`src/rtl/decoder_grant_arbiter.sv`:
```
// decoder_grant_arbiter
// Round-robin arbiter that turns four request lines into the addr1/addr0/enable
// triple for a 2-to-4 decoder. A grant is held until done, until the grantee
// drops its request, or until HOLD_MAX cycles have elapsed. Consecutive grants
// are always separated by one cycle with enable low.
//
// Handshake: req[i] is a level request and is sampled only in IDLE, except for
// the current grantee's line, which is watched every grant cycle. done is a
// one-cycle release strobe from the grantee and is ignored outside a grant.
// All outputs are flops; nothing combinational reaches the ports.
module decoder_grant_arbiter #(
    parameter int unsigned HOLD_MAX = 4  // legal range 1..255
) (
    input  logic       clk,
    input  logic       reset,
    input  logic [3:0] req,
    input  logic       done,
    output logic       addr0,
    output logic       addr1,
    output logic       enable,
    output logic       grant_timeout
);

    typedef enum logic [0:0] {
        ST_IDLE  = 1'b0,
        ST_GRANT = 1'b1
    } state_t;

    // Counter value seen on the last cycle of a full-length grant.
    localparam logic [7:0] CNT_LAST = 8'(HOLD_MAX - 1);

    state_t     state_q, state_d;
    logic [1:0] ptr_q, ptr_d;       // first index searched in the next IDLE
    logic [7:0] cnt_q, cnt_d;       // grant cycles elapsed, saturating
    logic [1:0] addr_q, addr_d;     // current / last grantee
    logic       enable_q, enable_d;
    logic       timeout_q, timeout_d;

    logic       rel_done;
    logic       rel_drop;
    logic       rel_time;

    // Rotating priority search starting at p; returns p when nothing is set.
    function automatic logic [1:0] rr_pick(input logic [3:0] r, input logic [1:0] p);
        logic       found;
        logic [1:0] idx;
        rr_pick = p;
        found   = 1'b0;
        for (int i = 0; i < 4; i++) begin
            idx = p + i[1:0];
            if (!found && r[idx]) begin
                rr_pick = idx;
                found   = 1'b1;
            end
        end
    endfunction

    // Release causes for the active grant; only meaningful in ST_GRANT.
    always_comb begin
        rel_done = done;
        rel_drop = ~req[addr_q];
        rel_time = (cnt_q == CNT_LAST);
    end

    // Next-state and next-output computation.
    always_comb begin
        state_d   = state_q;
        ptr_d     = ptr_q;
        cnt_d     = cnt_q;
        addr_d    = addr_q;
        enable_d  = enable_q;
        timeout_d = 1'b0;
        case (state_q)
            ST_IDLE: begin
                enable_d = 1'b0;
                if (req != 4'b0000) begin
                    addr_d   = rr_pick(req, ptr_q);
                    cnt_d    = 8'd0;
                    enable_d = 1'b1;
                    state_d  = ST_GRANT;
                end
            end
            ST_GRANT: begin
                if (rel_done || rel_drop || rel_time) begin
                    state_d   = ST_IDLE;
                    enable_d  = 1'b0;
                    ptr_d     = addr_q + 2'd1;
                    cnt_d     = 8'd0;
                    // Timeout is flagged only when expiry was the sole cause.
                    timeout_d = rel_time && !rel_done && !rel_drop;
                end else begin
                    enable_d = 1'b1;
                    if (cnt_q != 8'hFF) begin
                        cnt_d = cnt_q + 8'd1;
                    end
                end
            end
            default: begin
                state_d  = ST_IDLE;
                enable_d = 1'b0;
                cnt_d    = 8'd0;
            end
        endcase
    end

    // State and output registers; reset clears everything without a clock.
    always_ff @(posedge clk or posedge reset) begin
        if (reset) begin
            state_q   <= ST_IDLE;
            ptr_q     <= 2'd0;
            cnt_q     <= 8'd0;
            addr_q    <= 2'd0;
            enable_q  <= 1'b0;
            timeout_q <= 1'b0;
        end else begin
            state_q   <= state_d;
            ptr_q     <= ptr_d;
            cnt_q     <= cnt_d;
            addr_q    <= addr_d;
            enable_q  <= enable_d;
            timeout_q <= timeout_d;
        end
    end

    assign addr0         = addr_q[0];
    assign addr1         = addr_q[1];
    assign enable        = enable_q;
    assign grant_timeout = timeout_q;

endmodule

```
`config.mk`:
```
export PLATFORM = sky130hd
export DESIGN_NAME = decoder_grant_arbiter
export DESIGN_NICKNAME = d
export VERILOG_FILES = /design/src/rtl/decoder_grant_arbiter.sv
export SDC_FILE = /design/constraint.sdc
export NUM_CORES = 1
export LEC_CHECK = 0
export BUFFER_PORTS_ARGS = -buffer_cell sky130_fd_sc_hd__buf_2
export CAP_MARGIN = 20
export CORE_ASPECT_RATIO = 0.7
export CORE_MARGIN = 3
export CORE_UTILIZATION = 45
export CTS_CLUSTER_DIAMETER = 50
export DETAILED_ROUTE_END_ITERATION = 8
export PLACE_DENSITY_LB_ADDON = 0.15
export SYNTH_ARGS = -nofsm -noshare
export SYNTH_HDL_FRONTEND = slang
export SYNTH_SLANG_ARGS = --single-unit
```
`constraint.sdc`:
```
create_clock -name clk -period 2.5 [get_ports clk]
set_clock_uncertainty 0.1 [all_clocks]
set_input_delay 0.625 -clock clk [delete_from_list [all_inputs] [get_ports clk]]
set_output_delay 0.625 -clock clk [all_outputs]
set_load 0.005 [all_outputs]
```
==> results_tabular.tex, run 1 <==
\begin{tabular}{lr}
\hline
Metric & Value \\
\hline
\multicolumn{2}{l}{\textbf{Outcome}} \\
\quad Outcome & complete, no violations \\
\multicolumn{2}{l}{\textbf{Route}} \\
\quad Final routed wirelength across all metal layers & 1.880 mm \\
\quad Total vias in the final route & 759 \\
\quad WL/cell & 15.28 µm \\
\quad Avg Vias per Cell & 6.171 \\
\quad DRC & 0 \\
\quad DRC marker count from the first detailed-route iteration & 26 \\
\quad Initial DRT Pass Iterations & 4 \\
\quad Number of antenna-violating nets in the routed design & 0 \\
\multicolumn{2}{l}{\textbf{STA}} \\
\quad Final setup violation count & 0 \\
\quad Setup Total Neg Slack & 0 ns \\
\quad Worst max-slew margin expressed relative to the limit & 61.87\% \\
\quad Portion of the clock cycle consumed by the worst path in the final layout & 73.04\% \\
\quad Minimum period implied by the final worst setup slack & 1.826 ns \\
\quad Crit path setup slack, layout & 0.6741 ns \\
\quad Transition time at the pin with the least slew margin & 0.5699 ns \\
\quad Unrepaired setup endpoints after global routing & false \\
\quad Final Hold Violating Endpoints & 0 \\
\quad Max-slew violation count & 0 \\
\quad Maximum clock frequency & 0.5477 GHz \\
\multicolumn{2}{l}{\textbf{Logic synthesis}} \\
\quad Distinct cells, synth & 34 \\
\quad Net count after synthesis & 97 \\
\quad Main flop type after synthesis & sky130\_fd\_sc\_hd\_\_dfrtp\_1 \\
\quad Synth Warn \# & 0 \\
\quad Post-synth ARST share & 100.0\% \\
\quad Cell count after synthesis & 89 \\
\quad Sequential area share after synthesis & 40.64\% \\
\quad Cell area after synthesis & 862.1 µm² \\
\quad Count of flip-flops with a built-in enable after synthesis & 0 \\
\quad Yosys reg bits & 14 \\
\quad Synthesized area divided by synthesized cell count & 9.686 µm² \\
\multicolumn{2}{l}{\textbf{Setup path}} \\
\quad Category of the most critical setup path & reg -> reg \\
\quad Startpoint type of the worst setup path & flip-flop \\
\quad Maximum fanout count along the critical path & 8 \\
\quad Critical Path RT & 2.60 ns \\
\quad Number of cells on the worst reg-to-reg path & 5 \\
\quad Arr. time, crit path & 1.93 ns \\
\quad Nature of the critical path endpoint & flip-flop \\
\quad Setup slack on the worst flop-to-flop path & 0.67 ns \\
\quad R2r startpoint & cnt\_q[0]\$\_DFFE\_PP0P\_ \\
\quad Worst reg2reg path endpoint & ptr\_q[1]\$\_DFFE\_PP0P\_ \\
\multicolumn{2}{l}{\textbf{Die}} \\
\quad Full die area & 2485 µm² \\
\quad Area of the core & 1697 µm² \\
\quad Number of rows created at floorplan & 12 \\
\quad Die Wd & 58.32 µm \\
\quad Height of the die & 42.62 µm \\
\quad Initial standard-cell utilization of the core & 50.81\% \\
\quad Total I/O pin count & 11 \\
\multicolumn{2}{l}{\textbf{Clock network}} \\
\quad Buffer depth of the longest clock path & 2 \\
\quad Deepest level of the CTS H-tree & 1 \\
\quad TritonCTS clock tree & yes \\
\quad Clock-pin transition on the worst setup and hold timing paths & 0.09 ns \\
\quad Number of buffers added by the clock tree synthesis step & 3 \\
\quad Buffer cell driving the clock tree root & sky130\_fd\_sc\_hd\_\_clkbuf\_4 \\
\quad Sinks on Clock Net & 14 \\
\quad Hold-fix buffers, CTS & 0 \\
\quad Post-CTS setup buffers & 0 \\
\quad Resized Gates After CTS & 0 \\
\quad Clock latency at the later pin of the worst-skew pair & 0.28 ns \\
\multicolumn{2}{l}{\textbf{Global route}} \\
\quad Overall fraction of global-route tracks in use & 15.56\% \\
\quad Pin count of the biggest net entering global routing & 16 \\
\quad Residual overflow from global routing & 0 \\
\quad Wire length of the first global-routing pass & 2.960 mm \\
\quad Via count of the first global-routing pass & 670 \\
\quad Initial antenna violation count & 0 \\
\multicolumn{2}{l}{\textbf{Flow run}} \\
\quad \# Max-Cap Violations & 0 \\
\multicolumn{2}{l}{\textbf{Cells and area}} \\
\quad Diodes inserted & 0 \\
\quad Ratio of cells with drive above 1 in the final layout & 22.55\% \\
\quad Net count of the finished layout & 111 \\
\quad Area overhead of the layout relative to synthesis & 12.63\% \\
\quad Number of filler instances in the final layout & 150 \\
\multicolumn{2}{l}{\textbf{Hold path}} \\
\quad Hold Path Class & in -> async \\
\multicolumn{2}{l}{\textbf{Placement}} \\
\quad Worst slack at placement & 0.5014 ns \\
\quad Number of input and output port buffers inserted & 10 \\
\quad Final weighted congestion in routability-driven placement & 0.8233 \\
\quad Hpwl dp & 1.419 mm \\
\multicolumn{2}{l}{\textbf{Power}} \\
\quad Static power due to leakage & 0.0004135 µW \\
\quad Total power density per cell area & 846.6 nW/µm² \\
\quad Maximum vdd ir drop & 0.5490 mV \\
\hline
\end{tabular}
-- state kept, by name, indices dropped and copies added (netlist names) --
name	cells
addr_q	2
grant_timeout	1
enable	1
ptr_q	2
cnt_q	8
-- worst max-delay path by stage --
stage                         startpoint                    to  slack (ns)  cells past startpoint
finish              cnt_q[0]$_DFFE_PP0P_  ptr_q[1]$_DFFE_PP0P_        0.67                      5
detailed placement                req[0]  cnt_q[2]$_DFFE_PP0P_        0.50                      4
CTS                 cnt_q[0]$_DFFE_PP0P_  ptr_q[1]$_DFFE_PP0P_        0.66                      5
floorplan                         req[0]  cnt_q[2]$_DFFE_PP0P_        0.87                      3
global route        cnt_q[0]$_DFFE_PP0P_  cnt_q[2]$_DFFE_PP0P_        0.57                      5
global placement                  req[0]  cnt_q[2]$_DFFE_PP0P_        0.51                      4
-- report_power, final --
part / switching, µW / leakage (µW) / internal (µW)
registers: 86.8 / 0.000182 / 275
clock network: 74.7 / 0.0000210 / 88.5
logic: 157 / 0.000210 / 139
total: 319 / 0.000413 / 503
-- layer usage --
layer	part of all wire (%)	wire length, µm	track usage [%]
met3	6.4	120	6.769
met1	49	922	21.64
met4	0.64	12	1.389
met5	0	0	0
met2	44	823	22.94
-- critical path: stages (launching register included) --
cell	delay [ns]
sky130_fd_sc_hd__dfrtp_1	0.42
sky130_fd_sc_hd__ha_1	0.27
sky130_fd_sc_hd__nor4b_2	0.23
sky130_fd_sc_hd__nand2_1	0.19
sky130_fd_sc_hd__a21boi_4	0.32
sky130_fd_sc_hd__mux2i_1	0.23
-- placed cells by master (no fill, tap or decap), types with 3 or more instances in the layout --
cell,synthesis,layout
sky130_fd_sc_hd__nor2_1,7,7
sky130_fd_sc_hd__nor3_1,5,5
sky130_fd_sc_hd__clkbuf_4,0,3
sky130_fd_sc_hd__inv_1,4,4
sky130_fd_sc_hd__buf_2,0,10
sky130_fd_sc_hd__o21ai_0,6,6
sky130_fd_sc_hd__a21oi_1,4,4
sky130_fd_sc_hd__nand2_1,9,9
sky130_fd_sc_hd__mux2i_1,4,4
sky130_fd_sc_hd__dfrtp_1,14,14
-- synth_stat cells, drive strengths merged, types with 2 or more instances --
cell type,n,area share (%)
dfrtp,14,41
nor4,3,2.9
nor2b,2,1.5
xor2,2,2.0
o211ai,2,1.7
nand4,3,2.9
nand3b,2,1.7
and4,4,4.4
nand3,2,1.2
or2,2,1.5
nand2,9,3.9
nor4b,2,2.8
inv,4,1.7
mux2i,4,4.6
o2111ai,2,2.0
a21oi,4,2.3
nor2,7,3.0
nor3,5,2.9
o21ai,6,3.5
-- through the flow --
| step | hold WS [ns] | power (µW) | utilization [%] | cells | area (µm²) |
|---|---|---|---|---|---|
| finish | 0.2683 | 822.0 | 57.23 | 123 | 970.9 |
| detailed placement | 0.4553 | 668.3 | 55.09 | 119 | 934.6 |
| CTS | 0.2789 | 834.8 | 57.23 | 123 | 970.9 |
| global placement | 0.4524 | 657.4 | 55.09 | 119 | 934.6 |
| global route | 0.2905 | 880.5 | 57.23 | 123 | 970.9 |
| floorplan | 0.4142 | 575.0 | - | 89 | 862.1 |
-- cell type report --
| cell class | instances | area [µm²] | share of cell area [%] |
|---|---|---|---|
| multi-input combinational | 70 | 493.0 | 50.77 |
| tap | 21 | 26.28 | 2.706 |
| inverter | 4 | 15.01 | 1.546 |
| timing repair buffer | 10 | 50.05 | 5.155 |
| clock buffer | 4 | 36.28 | 3.737 |
| sequential | 14 | 350.3 | 36.08 |
-- cell families after synthesis --
logic type / after synthesis / share of synthesized area, %
AO/OA/AOI/OAI: 20 / 18.72
XOR/XNOR: 3 / 3.048
adder cells (fa/ha/maj): 1 / 1.451
buffers and inverters: 5 / 2.176
flip-flops: 14 / 40.64
multiplexers: 4 / 4.645
AND/OR/NAND/NOR: 42 / 29.32
Power figures use the tool's default switching activity.
==> inputs of run 2 (changes only) <==
- ABC_AREA: not set -> 1
- clock period: 2.5 -> 1.8 ns (I/O delays scaled with it)
==> run 2 against run 1 <==
  * Sequential share of layout area fell by 7.1 points
  * Hold slack got worse by 0.18 ns
  * Combinational power grew to 3.0 times the previous value
  * Utilization up 3.0 points
  * Via count is 38% higher
  * Non-clock buffer count increased by 9
  * Clock-buffer cell count is the same
  * Synthesized cell count rose by 76%
  * Setup slack got worse by 0.57 ns
  * First-iteration DRC count grew to 2.5 times the previous value
  * Largest cell class unchanged
  * Largest power group is now combinational logic
  * Highest routed layer unchanged
==> results_tabular.tex, run 2 <==
\begin{tabular}{lr}
\hline
Metric & Value \\
\hline
\multicolumn{2}{l}{\textbf{Clock network}} \\
\quad Deepest level of the CTS H-tree & 1 \\
\quad Clock latency at the later pin of the worst-skew pair & 0.29 ns \\
\quad Buffer depth of the longest clock path & 2 \\
\quad Buffer cell driving the clock tree root & sky130\_fd\_sc\_hd\_\_clkbuf\_4 \\
\quad Sinks on Clock Net & 14 \\
\quad TritonCTS clock tree & yes \\
\quad Number of buffers added by the clock tree synthesis step & 3 \\
\quad Clock-pin transition on the worst setup and hold timing paths & 0.09 ns \\
\multicolumn{2}{l}{\textbf{Setup path}} \\
\quad Startpoint type of the worst setup path & flip-flop \\
\quad Maximum fanout count along the critical path & 13 \\
\quad Critical Path RT & 1.90 ns \\
\quad Number of cells on the worst reg-to-reg path & 8 \\
\quad Arr. time, crit path & 1.80 ns \\
\quad R2r startpoint & cnt\_q[0]\$\_DFFE\_PP0P\_ \\
\quad Delay of the slowest cell on the worst path & 0.41 ns \\
\quad Worst reg2reg path endpoint & cnt\_q[1]\$\_DFFE\_PP0P\_ \\
\quad Category of the most critical setup path & reg -> reg \\
\quad Series of cell instances along the critical path & ha\_1 -> nand4\_1 -> nand3\_4 -> nor2\_2 -> nand2\_2 -> nand2\_8 -> nand2\_1 -> o21ai\_0 \\
\quad Nature of the critical path endpoint & flip-flop \\
\quad Setup slack on the worst flop-to-flop path & 0.11 ns \\
\quad Crit-path slowest cell & sky130\_fd\_sc\_hd\_\_dfrtp\_1 \\
\multicolumn{2}{l}{\textbf{Die}} \\
\quad Total I/O pin count & 11 \\
\quad Die Wd & 63.28 µm \\
\quad Initial standard-cell utilization of the core & 51.24\% \\
\quad Area of the core & 2017 µm² \\
\quad Number of rows created at floorplan & 13 \\
\quad Height of the die & 46.10 µm \\
\quad Full die area & 2917 µm² \\
\multicolumn{2}{l}{\textbf{Logic synthesis}} \\
\quad Synth Warn \# & 0 \\
\quad Cell taking the most area after synthesis & sky130\_fd\_sc\_hd\_\_dfrtp\_1 \\
\quad Synth cell count leaders & sky130\_fd\_sc\_hd\_\_nand2\_1 (62), sky130\_fd\_sc\_hd\_\_nand3\_1 (17), sky130\_fd\_sc\_hd\_\_dfrtp\_1 (14), sky130\_fd\_sc\_hd\_\_inv\_1 (14), sky130\_fd\_sc\_hd\_\_nor2\_1 (14) \\
\quad Synth top area share & 33.90\% \\
\quad Cell count after synthesis & 157 \\
\quad Most frequent cell after synthesis & sky130\_fd\_sc\_hd\_\_nand2\_1 \\
\quad Main area contributors after synthesis & sky130\_fd\_sc\_hd\_\_dfrtp\_1 (34\%), sky130\_fd\_sc\_hd\_\_nand2\_1 (23\%), sky130\_fd\_sc\_hd\_\_nand3\_1 (8.2\%), sky130\_fd\_sc\_hd\_\_inv\_1 (5.1\%), sky130\_fd\_sc\_hd\_\_nor2\_1 (5.1\%) \\
\quad Distinct cells, synth & 24 \\
\quad Main flop type after synthesis & sky130\_fd\_sc\_hd\_\_dfrtp\_1 \\
\quad Sequential area share after synthesis & 33.90\% \\
\quad Yosys reg bits & 14 \\
\quad Cell area after synthesis & 1033 µm² \\
\quad Post-synth ARST share & 100.0\% \\
\quad Net count after synthesis & 165 \\
\quad Count of flip-flops with a built-in enable after synthesis & 0 \\
\quad Synthesized area divided by synthesized cell count & 6.583 µm² \\
\multicolumn{2}{l}{\textbf{Global route}} \\
\quad Initial antenna violation count & 0 \\
\quad Residual overflow from global routing & 0 \\
\quad Overall fraction of global-route tracks in use & 19.22\% \\
\quad Pin count of the biggest net entering global routing & 15 \\
\quad Via count of the first global-routing pass & 919 \\
\quad Wire length of the first global-routing pass & 4.236 mm \\
\multicolumn{2}{l}{\textbf{Route}} \\
\quad Initial DRT Pass Iterations & 4 \\
\quad Number of antenna-violating nets in the routed design & 0 \\
\quad Total vias in the final route & 1049 \\
\quad DRC marker count from the first detailed-route iteration & 66 \\
\quad Final routed wirelength across all metal layers & 2.476 mm \\
\quad Avg Vias per Cell & 5.068 \\
\quad WL/cell & 11.96 µm \\
\quad DRC & 0 \\
\multicolumn{2}{l}{\textbf{Outcome}} \\
\quad Outcome & complete, no violations \\
\multicolumn{2}{l}{\textbf{Cells and area}} \\
\quad Total non-filler cell area in the finished layout & 1215 µm² \\
\quad Max FFs per register & 8 \\
\quad Multi-input gate area & 611.8 µm² \\
\quad Most common cell after layout, fill and taps aside & sky130\_fd\_sc\_hd\_\_nand2\_1 \\
\quad Ratio of cells with drive above 1 in the final layout & 20.90\% \\
\quad Number of filler instances in the final layout & 191 \\
\quad Area overhead of the layout relative to synthesis & 17.55\% \\
\quad Diodes inserted & 0 \\
\quad Reg with most FFs & cnt\_q \\
\quad Commonest cells after routing, fill and taps aside & sky130\_fd\_sc\_hd\_\_nand2\_1 (62), sky130\_fd\_sc\_hd\_\_nand3\_1 (17), sky130\_fd\_sc\_hd\_\_inv\_1 (14), sky130\_fd\_sc\_hd\_\_dfrtp\_1 (13), sky130\_fd\_sc\_hd\_\_nor2\_1 (12) \\
\quad Seq. cell area & 351.6 µm² \\
\quad Share of the core filled with cells in the final layout & 60.24\% \\
\quad Largest registers ranked by flip-flop count & cnt\_q (8), addr\_q (2), ptr\_q (2) \\
\quad Net count of the finished layout & 186 \\
\multicolumn{2}{l}{\textbf{STA}} \\
\quad Maximum clock frequency & 0.5909 GHz \\
\quad Final Hold Violating Endpoints & 0 \\
\quad Setup Total Neg Slack & 0 ns \\
\quad Worst max-slew margin expressed relative to the limit & 63.14\% \\
\quad Minimum period implied by the final worst setup slack & 1.692 ns \\
\quad Portion of the clock cycle consumed by the worst path in the final layout & 94.02\% \\
\quad Hold\_ws & 0.09087 ns \\
\quad Transition time at the pin with the least slew margin & 0.5523 ns \\
\quad Final setup violation count & 0 \\
\quad Max-slew violation count & 0 \\
\multicolumn{2}{l}{\textbf{Placement}} \\
\quad Number of input and output port buffers inserted & 10 \\
\quad Final weighted congestion in routability-driven placement & 0.8878 \\
\quad Dpl cell area & 1145 µm² \\
\quad Hpwl dp & 1.890 mm \\
\multicolumn{2}{l}{\textbf{Power}} \\
\quad Static power due to leakage & 0.0006286 µW \\
\quad Final Power & 1615 µW \\
\quad Maximum vdd ir drop & 0.7514 mV \\
\quad Total power density per cell area & 1329 nW/µm² \\
\multicolumn{2}{l}{\textbf{Hold path}} \\
\quad Hold Path Class & in -> async \\
\multicolumn{2}{l}{\textbf{Flow run}} \\
\quad \# Max-Cap Violations & 0 \\
\hline
\end{tabular}
run 2: how the worst max path moves through the flow:
stage | from | endpoint | slack, ns
2_1_floorplan | cnt_q[0]$_DFFE_PP0P_ | cnt_q[0]$_DFFE_PP0P_ | 0.23
4_1_cts | ptr_q[0]$_DFFE_PP0P_ | addr_q[0]$_DFFE_PP0P_ | 0.09
3_5_place_dp | req[0] | cnt_q[1]$_DFFE_PP0P_ | 0.06
5_1_grt | cnt_q[0]$_DFFE_PP0P_ | cnt_q[1]$_DFFE_PP0P_ | -0.01
3_3_place_gp | req[0] | cnt_q[1]$_DFFE_PP0P_ | 0.13
6_report | cnt_q[0]$_DFFE_PP0P_ | cnt_q[1]$_DFFE_PP0P_ | 0.11
run 2: timing repair:
action / 4_1_cts / 5_1_grt
buffers inserted: 0 / 2
hold buffers: 0 / 0
endpoints found under the setup margin: 0 / 10
resized for setup: 0 / 6
run 2: area by class of cell:
type | instances | area share [%]
Multi-Input combinational cell | 125 | 50.36
Sequential cell | 14 | 28.94
Timing Repair Buffer | 19 | 9.681
Inverter | 15 | 4.943
Tap cell | 30 | 3.090
Clock buffer | 4 | 2.987
run 2: logic make-up after synthesis:
logic type | share of synthesized area (%)
fa+ha+maj | 1.210
xor+xnor | 4.238
compound gates | 8.353
simple gates | 44.07
flops | 33.90
buf+inv | 8.231
run 2: power breakdown:
group	internal (µW)	switching, µW	leakage, µW
Combinational	329	562	0.000423
Clock	123	110	0.0000210
Sequential	386	105	0.000184
Total	838	776	0.000629
run 2: per-stage QoR:
step | cells | setup slack [ns]
floorplan | 157 | 0.2277
global placement | 201 | 0.1336
detailed placement | 201 | 0.06477
CTS | 205 | 0.09249
global route | 207 | -0.01434
finish | 207 | 0.1076
run 2: worst max-delay path, delay by kind of cell, from the launching register on:
family                   cells  cell delay (ns)
AND/OR/NAND/NOR              6             0.75
adder cells (fa/ha/maj)      1             0.24
AO/OA/AOI/OAI                1             0.08
flip-flops                   1             0.41
run 2: per-layer routing:
layer	part of all wire [%]	global-route usage, %	vias up
li1	-	-	535
met1	51	27.69	462
met2	37	27.25	49
met3	11	7.561	3
met4	0.32	3.863	0
met5	0	0	-
